`config.mk`:
```
export PLATFORM = sky130hd
export DESIGN_NAME = memory_stage
export DESIGN_NICKNAME = d
export VERILOG_FILES = /design/src/rtl/memory_stage_pkg.sv /design/src/rtl/memory_stage_load_align.sv /design/src/rtl/memory_stage.sv
export SDC_FILE = /design/constraint.sdc
export NUM_CORES = 1
export LEC_CHECK = 0
export ABC_CLOCK_PERIOD_IN_PS = 4900
export BUFFER_PORTS_ARGS = -buffer_cell sky130_fd_sc_hd__buf_2
export CAP_MARGIN = 10
export CORE_ASPECT_RATIO = 1.2
export CORE_MARGIN = 2
export CORE_UTILIZATION = 45
export CTS_CLUSTER_SIZE = 25
export DETAILED_ROUTE_END_ITERATION = 16
export PLACE_DENSITY = 0.84
export SYNTH_ARGS = -nofsm -noshare
export SYNTH_HDL_FRONTEND = slang
export SYNTH_SLANG_ARGS = --single-unit
```
`constraint.sdc`:
```
create_clock -name clk -period 4.9 [get_ports clk]
set_input_delay 0.245 -clock clk [delete_from_list [all_inputs] [get_ports clk]]
set_output_delay 0.245 -clock clk [all_outputs]
set_load 0.02 [all_outputs]
```
`src/rtl/memory_stage_pkg.sv`:
```
// memory_stage_pkg: opcodes, load/store size encodings, FSM states and store lane helpers.
package memory_stage_pkg;
   localparam logic [6:0] OP_LOAD  = 7'b0000011;
   localparam logic [6:0] OP_STORE = 7'b0100011;
   localparam logic [2:0] LS_B  = 3'b000;
   localparam logic [2:0] LS_H  = 3'b001;
   localparam logic [2:0] LS_W  = 3'b010;
   localparam logic [2:0] LS_BU = 3'b100;
   localparam logic [2:0] LS_HU = 3'b101;
   typedef enum logic [1:0] {IDLE, REQ, WAIT} mem_state_t;
   function automatic logic [3:0] st_strb(input logic [1:0] sz, input logic [1:0] a);
      return sz == 2'b00 ? 4'b0001 << a : sz == 2'b01 ? 4'b0011 << {a[1], 1'b0} : 4'b1111;
   endfunction
   function automatic logic [31:0] st_data(input logic [1:0] sz, input logic [31:0] d);
      return sz == 2'b00 ? {4{d[7:0]}} : sz == 2'b01 ? {2{d[15:0]}} : d;
   endfunction
   function automatic logic misaligned(input logic [1:0] sz, input logic [1:0] a);
      return (sz == 2'b01 && a[0]) || (sz == 2'b10 && a != 2'b00);
   endfunction
endpackage

```
`src/rtl/memory_stage_load_align.sv`:
```
// memory_stage_load_align: picks the addressed lane of a load word and sign/zero extends it.
module memory_stage_load_align
   import memory_stage_pkg::*;
(
   input  logic [31:0] rdata,
   input  logic [1:0]  off,
   input  logic [2:0]  funct3,
   output logic [31:0] data
);
   logic [7:0]  b;
   logic [15:0] h;
   always_comb begin
      b    = rdata[{off, 3'b000} +: 8];
      h    = off[1] ? rdata[31:16] : rdata[15:0];
      data = funct3[1:0] == 2'b00 ? {{24{~funct3[2] & b[7]}}, b} :
             funct3[1:0] == 2'b01 ? {{16{~funct3[2] & h[15]}}, h} : rdata;
   end
endmodule

```
`src/rtl/memory_stage.sv`:
```
// memory_stage: executes loads/stores over a req/gnt/rvalid port and forwards ALU results to writeback.
module memory_stage
   import memory_stage_pkg::*;
#(
   parameter int WIDTH    = 32,
   parameter int MAX_WAIT = 255
) (
   input  logic             clk,
   input  logic             rst,
   input  logic             ex_valid,
   output logic             ex_ready,
   input  logic [WIDTH-1:0] alu_result,
   input  logic [WIDTH-1:0] reg_data2,
   input  logic [4:0]       rd,
   input  logic [2:0]       funct3,
   input  logic [6:0]       opcode,
   output logic             dmem_req,
   output logic             dmem_we,
   output logic [WIDTH-1:0] dmem_addr,
   output logic [WIDTH-1:0] dmem_wdata,
   output logic [3:0]       dmem_wstrb,
   input  logic             dmem_gnt,
   input  logic             dmem_rvalid,
   input  logic [WIDTH-1:0] dmem_rdata,
   output logic             wb_valid,
   output logic             wb_we,
   output logic [4:0]       wb_rd,
   output logic [WIDTH-1:0] wb_data,
   output logic             misalign_err,
   output logic             bus_err
);
   localparam int CW = $clog2(MAX_WAIT + 1);
   mem_state_t       state_q, state_d;
   logic [CW-1:0]    cnt_q, cnt_d, cnt_inc;
   logic [WIDTH-1:0] addr_q, addr_d, wdata_q, wdata_d, wb_data_q, wb_data_d, ld_data;
   logic [3:0]       wstrb_q, wstrb_d;
   logic [1:0]       off_q, off_d;
   logic [2:0]       funct3_q, funct3_d;
   logic [4:0]       rd_q, rd_d, wb_rd_q, wb_rd_d;
   logic             we_q, we_d, wb_valid_q, wb_valid_d, wb_we_q, wb_we_d;
   logic             mis_q, mis_d, berr_q, berr_d;
   memory_stage_load_align u_align (
      .rdata (dmem_rdata),
      .off   (off_q),
      .funct3(funct3_q),
      .data  (ld_data)
   );
   always_comb begin
      state_d    = state_q;
      cnt_inc    = cnt_q + CW'(1);
      cnt_d      = cnt_q;
      addr_d     = addr_q;
      wdata_d    = wdata_q;
      wstrb_d    = wstrb_q;
      we_d       = we_q;
      off_d      = off_q;
      funct3_d   = funct3_q;
      rd_d       = rd_q;
      wb_valid_d = 1'b0;
      wb_we_d    = 1'b0;
      wb_rd_d    = wb_rd_q;
      wb_data_d  = wb_data_q;
      mis_d      = 1'b0;
      berr_d     = 1'b0;
      case (state_q)
         IDLE: if (ex_valid) begin
            if (opcode != OP_LOAD && opcode != OP_STORE) begin
               wb_valid_d = 1'b1;
               wb_we_d    = rd != 5'd0;
               wb_rd_d    = rd;
               wb_data_d  = alu_result;
            end else if (misaligned(funct3[1:0], alu_result[1:0])) begin
               wb_valid_d = 1'b1;
               wb_rd_d    = rd;
               wb_data_d  = '0;
               mis_d      = 1'b1;
            end else begin
               state_d  = REQ;
               cnt_d    = '0;
               we_d     = opcode == OP_STORE;
               addr_d   = {alu_result[WIDTH-1:2], 2'b00};
               wdata_d  = st_data(funct3[1:0], reg_data2);
               wstrb_d  = opcode == OP_STORE ? st_strb(funct3[1:0], alu_result[1:0]) : 4'b0000;
               off_d    = alu_result[1:0];
               funct3_d = funct3;
               rd_d     = rd;
            end
         end
         default: begin
            cnt_d   = cnt_inc;
            wb_rd_d = rd_q;
            // A grant with rvalid in the same cycle completes the load without visiting WAIT.
            if (state_q == REQ && dmem_gnt && we_q) begin
               state_d    = IDLE;
               wb_valid_d = 1'b1;
               wb_data_d  = '0;
            end else if (dmem_rvalid && (state_q == WAIT || dmem_gnt)) begin
               state_d    = IDLE;
               wb_valid_d = 1'b1;
               wb_we_d    = rd_q != 5'd0;
               wb_data_d  = ld_data;
            end else if (state_q == REQ && dmem_gnt) begin
               state_d = WAIT;
               cnt_d   = '0;
            end else if (cnt_inc == CW'(MAX_WAIT)) begin
               state_d    = IDLE;
               wb_valid_d = 1'b1;
               wb_data_d  = '0;
               berr_d     = 1'b1;
            end
         end
      endcase
   end
   always_ff @(posedge clk or negedge rst) begin
      if (!rst) begin
         state_q    <= IDLE;
         cnt_q      <= '0;
         addr_q     <= '0;
         wdata_q    <= '0;
         wstrb_q    <= '0;
         we_q       <= 1'b0;
         off_q      <= '0;
         funct3_q   <= '0;
         rd_q       <= '0;
         wb_valid_q <= 1'b0;
         wb_we_q    <= 1'b0;
         wb_rd_q    <= '0;
         wb_data_q  <= '0;
         mis_q      <= 1'b0;
         berr_q     <= 1'b0;
      end else begin
         state_q    <= state_d;
         cnt_q      <= cnt_d;
         addr_q     <= addr_d;
         wdata_q    <= wdata_d;
         wstrb_q    <= wstrb_d;
         we_q       <= we_d;
         off_q      <= off_d;
         funct3_q   <= funct3_d;
         rd_q       <= rd_d;
         wb_valid_q <= wb_valid_d;
         wb_we_q    <= wb_we_d;
         wb_rd_q    <= wb_rd_d;
         wb_data_q  <= wb_data_d;
         mis_q      <= mis_d;
         berr_q     <= berr_d;
      end
   end
   assign ex_ready     = state_q == IDLE;
   assign dmem_req     = state_q == REQ;
   assign dmem_we      = we_q;
   assign dmem_addr    = addr_q;
   assign dmem_wdata   = wdata_q;
   assign dmem_wstrb   = wstrb_q;
   assign wb_valid     = wb_valid_q;
   assign wb_we        = wb_we_q;
   assign wb_rd        = wb_rd_q;
   assign wb_data      = wb_data_q;
   assign misalign_err = mis_q;
   assign bus_err      = berr_q;
endmodule
```
# Word level (Yosys, flattened, before mapping)
# Cells that the tools add are included.
totals:
  reg_bits: 128
  input_bits: 116
  output_inout_bits: 112
  elab_cells: 113
op_classes:
  addsub: 1
  eq_ne: 14
  shifts: 3
  muxes: 54
  n_bitwise: 5
  reduce_logical: 21
ops:
  columns: ["op", "count"]
  rows:
  - ["two-way mux 32 bit", 12]
  - ["two-way mux 8 bit", 7]
  - ["variable part select 32 x 6 -> 8 bit", 1]
  - ["two-way mux 5 bit", 4]
  - ["two-way mux 1 bit", 19]
  - ["two-way mux 16 bit", 1]
  - ["two-way mux 2 bit", 8]
  - ["nonzero test 5 bit", 3]
  - ["two-way mux 4 bit", 3]
  - ["AND reduction 4 bit", 3]
  - ["adder 8 x 1 -> 8 bit (second input constant)", 1]
  - ["equality test 8 bit (second input constant)", 1]
  - ["equality test 7 x 6 -> 1 bit (second input constant)", 1]
  - ["!= test 7 x 2 -> 1 bit (second input constant)", 1]
  - ["!= test 7 x 6 -> 1 bit (second input constant)", 1]
  - ["equality test 2 x 1 -> 1 bit (second input constant)", 3]
  - ["logical AND 1 bit", 6]
  - ["logical NOT 2 bit", 3]
  - ["!= test 2 bit (second input constant)", 3]
  - ["equality test 2 bit (second input constant)", 2]
  - ["!= test 4 x 2 -> 1 bit (second input constant)", 1]
  - ["nonzero test 4 bit", 1]
  - ["<< shifter 1 x 2 -> 4 bit (first input constant)", 1]
  - ["<< shifter 2 x 2 -> 4 bit (first input constant)", 1]
  - ["other kinds (7)", 11]

# Longest topological paths before layout
logic_depth:
  ltp_word: 7
  depth_mapped: 8
  mapped_depth_nobuf: 6

# Hierarchy
# Synthesis repeated with hierarchy kept, for this count alone.
unflattened:
  cells_unflattened: 603
  hier_area_um2: 6910.4
by_module_without_submodules:
  columns: ["module", "instances", "cells_each", "area_each_um2", "seq_area_each_um2"]
  rows:
  - ["memory_stage", 1, 468, 5893.2, 3203.1]
  - ["memory_stage_load_align", 1, 135, 1017.2, 0.0]

# Worst setup path before layout
# OpenSTA, ideal clock, no wires.
synth_timing:
  kind: "flip-flop to flip-flop"
  from: "reg we_q (netlist: dmem_we)"
  to: "reg wb_data_q[10] (netlist: wb_data[10])"
  setup_ps: 125
  arrival_ps: 1981
  required_ps: 4775
  slack_ps: 2794
  stages_incl_launch_ff: 6
  cell_sequence: "dfrtp_1 -> or3b_4 -> a21o_4 -> a211oi_4 -> buf_6 -> mux2_4"
synth_between:
  elab_chain_len: 3
  word_cells_on_any_way: 6
synth_lines:
  columns: ["item", "line", "rtl"]
  rows:
  - ["from (decl)", "memory_stage.sv:40", "logic we_q, we_d, wb_valid_q, wb_valid_d, wb_we_q, wb_we_d;"]
  - ["from (signal assigned)", "memory_stage.sv:137", "we_q <= we_d;"]
  - ["logical AND 1 bit (*)", "memory_stage.sv:93", "if (state_q == REQ && dmem_gnt && we_q) begin"]
  - ["!= test 4 x 2 -> 1 bit (no line), or another cell as far along", null, null]
  - ["AND reduction 4 bit (no line) or two-way mux 32 bit (tied branches)", null, null]
  - ["to (signal assigned)", "memory_stage.sv:144", "wb_data_q <= wb_data_d;"]
  - ["to (decl)", "memory_stage.sv:35", "logic [WIDTH-1:0] addr_q, addr_d, wdata_q, wdata_d, wb_data_q, wb_data_d, ld_data;"]
# Mark *: on every way between the ends. The rest lies on a longest branch, timed or not.
# A chain may end at the register's enable or synchronous reset.

# Worst setup path in the final report
layout_timing:
  from: "reg funct3_q[1]"
  to: "reg wb_data_q[4] (netlist: wb_data[4])"
layout_between:
  elab_chain_len: 6
  word_cells_on_any_way: 7
layout_lines:
  columns: ["item", "line", "rtl"]
  rows:
  - ["from (decl)", "memory_stage.sv:38", "logic [2:0] funct3_q, funct3_d;"]
  - ["from (signal assigned)", "memory_stage.sv:139", "funct3_q <= funct3_d;"]
  - ["equality test 2 x 1 -> 1 bit", "memory_stage_load_align.sv:16", "funct3[1:0] == 2'b01 ? {{16{~funct3[2] & h[15]}}, h} : rdata;"]
  - ["two-way mux 32 bit", "memory_stage_load_align.sv:16", null]
  - ["two-way mux 32 bit (*)", "memory_stage_load_align.sv:15", "data = funct3[1:0] == 2'b00 ? {{24{~funct3[2] & b[7]}}, b} :"]
  - ["two-way mux 32 bit (*)", "memory_stage.sv:97", "end else if (dmem_rvalid && (state_q == WAIT || dmem_gnt)) begin"]
  - ["two-way mux 32 bit (*)", "memory_stage.sv:93", null]
  - ["two-way mux 32 bit (*)", "memory_stage.sv:65", "case (state_q)"]
# Marks and branches as above.

==> flow_summary.toml <==
[run_status]
run_status = "complete, no violations"

[synth]
synth_top_family_by_area = "multiplexers"
yosys.cell_types.count = 51
synth_edf_count = 0
synth_cells = 602
netlist_area_sq_um = 6550
synth-main-ff-cell = "dfrtp_1"
synth_compound_area_share_pct = 14.5
syn_area_per_cell_sq_um = 10.9
synth_xor_area_share_pct = 0.401
ys_ff_latch = 128
seq_area_frac_synth_pct = 48.9
yosys_warnings = 0
synthArstFlopShare_pct = 100
synth-simple-area-share_pct = 9.50
synthMuxAreaShare_pct = 22.2
synthAdderAreaFrac_pct = 0.382

[floorplanning]
ios = 228
start_util_pct = 45.8
dieArea_sq_um = 15500
rows = 48
die_w_um = 114
dieHeight_um = 136
core-area_sq_um = 14300

[power_and_ir_drop]
p_per_area_nw_per_um2 = 388
peakVddDrop_mv = 0.265
leakage_uw = 0.00433
power.total_uw = 3250

[cts]
tritoncts = "yes"
cts.clk_slew.worst_paths_ps = 60
cts.path.max_buffers = 2
ctsResizeCount = 0
cts_root_buf = "clkbuf_16"
cts_buffers = 17
cts_sinks = 128
insertion_delay_ps = 430
htree_levels = 4

[grt]
grt_pass1_vias = 5385
grt-ovfl-total = 0
grt_pass1_wl_mm = 28.6
grtUsageMet1_pct = 28.1
busiest_layer = "met2"
use_met3_pct = 6.73
grt_max_degree = 91
grtUsageMet2_pct = 40.8
grt_use_total_pct = 24.0
antenna_found_initial = 0

[sta]
setup_tns_ps = 0
hold_viol = 0
fin_crit_ps = 2740
maxSlewHeadroom_pct = 24.7
fmax_ghz = 0.364
final.period_utilization_pct = 56.0
worstMarginPinSlew_ps = 1130
slew_violations = 0
rsz0062_at_grt = "false"
finClkSkew_ps = 9.83
finalSetupViolCount = 0

[layout]
mostFrequentLayoutCell = "buf_2"
final_core_util_pct = 58.6
stdcell_area_sq_um = 8380
finalNonFillerCells = 998
drive_above_1_share_pct = 42.9
most-common-layout-cells = "buf_2 (224), dfrtp_1 (128), o21ai_0 (60), nand2_1 (59), a21oi_1 (53)"
fin_nets = 928
num_antenna_cells = 0
area_growth_syn_to_layout_pct = 28.0

[route]
drcViolationCount = 0
initialDrtViolationCount = 259
drt_pass1_iterations = 5
routed_wl_mm = 18.2
vias = 5499
vias_per_cell = 5.51
antenna_left = 0
avgRoutedWirePerCell_um = 18.3

[setup_path]
path_buf_inv = 0
crit_slowest_cell = "dfrtp_1"
crit_family = "flip-flops"
required_ps = 5250
path_class = "flop to flop"
end_kind = "flop"
crit_fanout = 36
start_kind = "flop"
critPathMaxStageDelay_ps = 1060
path_cells = "nand2b_1 -> o22ai_1 -> a2111oi_0 -> a21oi_1 -> mux2i_1"
critPathArrivalTime_ps = 3090

[flow_run]
cap_viol_max_count = 0

[placement]
portBuffers = 225
dpl_cell_area_sq_um = 7750
dpl.hpwl_mm = 13.1
place.gp.congestion = 0.874
placed_cells = 965

[hold_path]
worstHoldPathType = "primary input to flop"
-- worst reg2reg max path, delay by kind of cell, from the launching register on --
| family | cells | cell delay (ps) |
|---|---|---|
| and+or+nand+nor | 1 | 570 |
| muxes | 1 | 150 |
| DFF | 1 | 1060 |
| AOI/OAI and AO/OA | 3 | 890 |
-- power by group --
group	internal (uW)	total, uW	switching (uW)
Combinational	276	651	375
Sequential	1180	1270	91.4
Clock	848	1330	484
-- final timing paths --
kind	from	to	slack, ps	depth (start not counted)
setup / recovery	funct3_q[1]$_DFFE_PN0P_	wb_data[4]$_DFFE_PN0P_	2160	5
hold / removal	funct3[2]	funct3_q[2]$_DFFE_PN0P_	50	2
setup reg to reg	funct3_q[1]$_DFFE_PN0P_	wb_data[4]$_DFFE_PN0P_	2160	5
hold reg to reg	dmem_wdata[10]$_DFFE_PN0P_	dmem_wdata[10]$_DFFE_PN0P_	470	2
max in group asynchronous	rst	dmem_addr[27]$_DFFE_PN0P_	3320	3
min in group asynchronous	rst	dmem_addr[7]$_DFFE_PN0P_	420	2
-- metal layers --
layer	wire [um]	share of wire [%]
met3	1330	7.3
met5	0	0
met4	542	3.0
met1	7100	39
met2	9250	51
-- synthesized netlist by cell type, drive strengths merged, types with 2 or more instances --
cell,number,area (sq um)
nor4,2,33.8
and3,3,20.0
mux2i,37,370
nand2,59,221
nor2,37,139
nor2b,16,100
inv,14,52.6
a21oi,53,265
buf,16,108
a211oi,2,27.5
nand4,2,12.5
dfrtp,128,3200
xor2,2,17.5
nand3,2,10.0
clkbuf,27,103
ha,2,25.0
a22o,8,70.1
mux2,73,905
mux4,8,180
o21ai,60,300
nand2b,4,25.0
or4,2,15.0
a2111oi,7,61.3
a311oi,2,17.5
a21boi,2,15.0
o22ai,17,106
-- registers in the layout, summed over array words and instances, names as in the netlist --
signal and flops:
bus_err 1, dmem_addr 30, dmem_we 1, misalign_err 1, dmem_wstrb 4, wb_valid 1, funct3_q 3, rd_q 5
wb_we 1, wb_data 32, dmem_wdata 32, off_q 2, wb_rd 5, cnt_q 8, state_q 2
-- through the flow --
step / setup slack (ps) / hold slack [ps]
detailed placement: 2190 / 316
finish: 2160 / 47.6
CTS: 2160 / 38.3
floorplan: 2790 / -50.6
global route: 1920 / 44.8
global placement: 2200 / 317
-- layout make-up --
type                    count  area [sq um]
flip-flops and latches    128          3200
clock buffers              18           429
well taps                 175           219
fillers                  1223          5910
multi-input cells         418          3110
repair buffers            231          1180
inverters                  14          52.6
clock inverters            14           191
-- timing repair --
| action | CTS | global route |
|---|---|---|
| buffers inserted | 0 | 0 |
| setup endpoints to repair | 0 | 0 |
| hold endpoints to repair | 75 | 0 |
| hold buffers | 1 | 0 |
-- kinds of logic (layout without fill, tap and decap cells) --
group / after synthesis / after routing
xor gates and xnor gates: 3 / 3
adders and majority gates: 2 / 2
DFF: 128 / 128
muxes: 118 / 118
AOI/OAI and AO/OA: 160 / 160
and+or+nand+nor: 133 / 133
buffers and inverters: 57 / 277
other: 1 / 2
No activity file was read; power rests on OpenSTA's default activity.
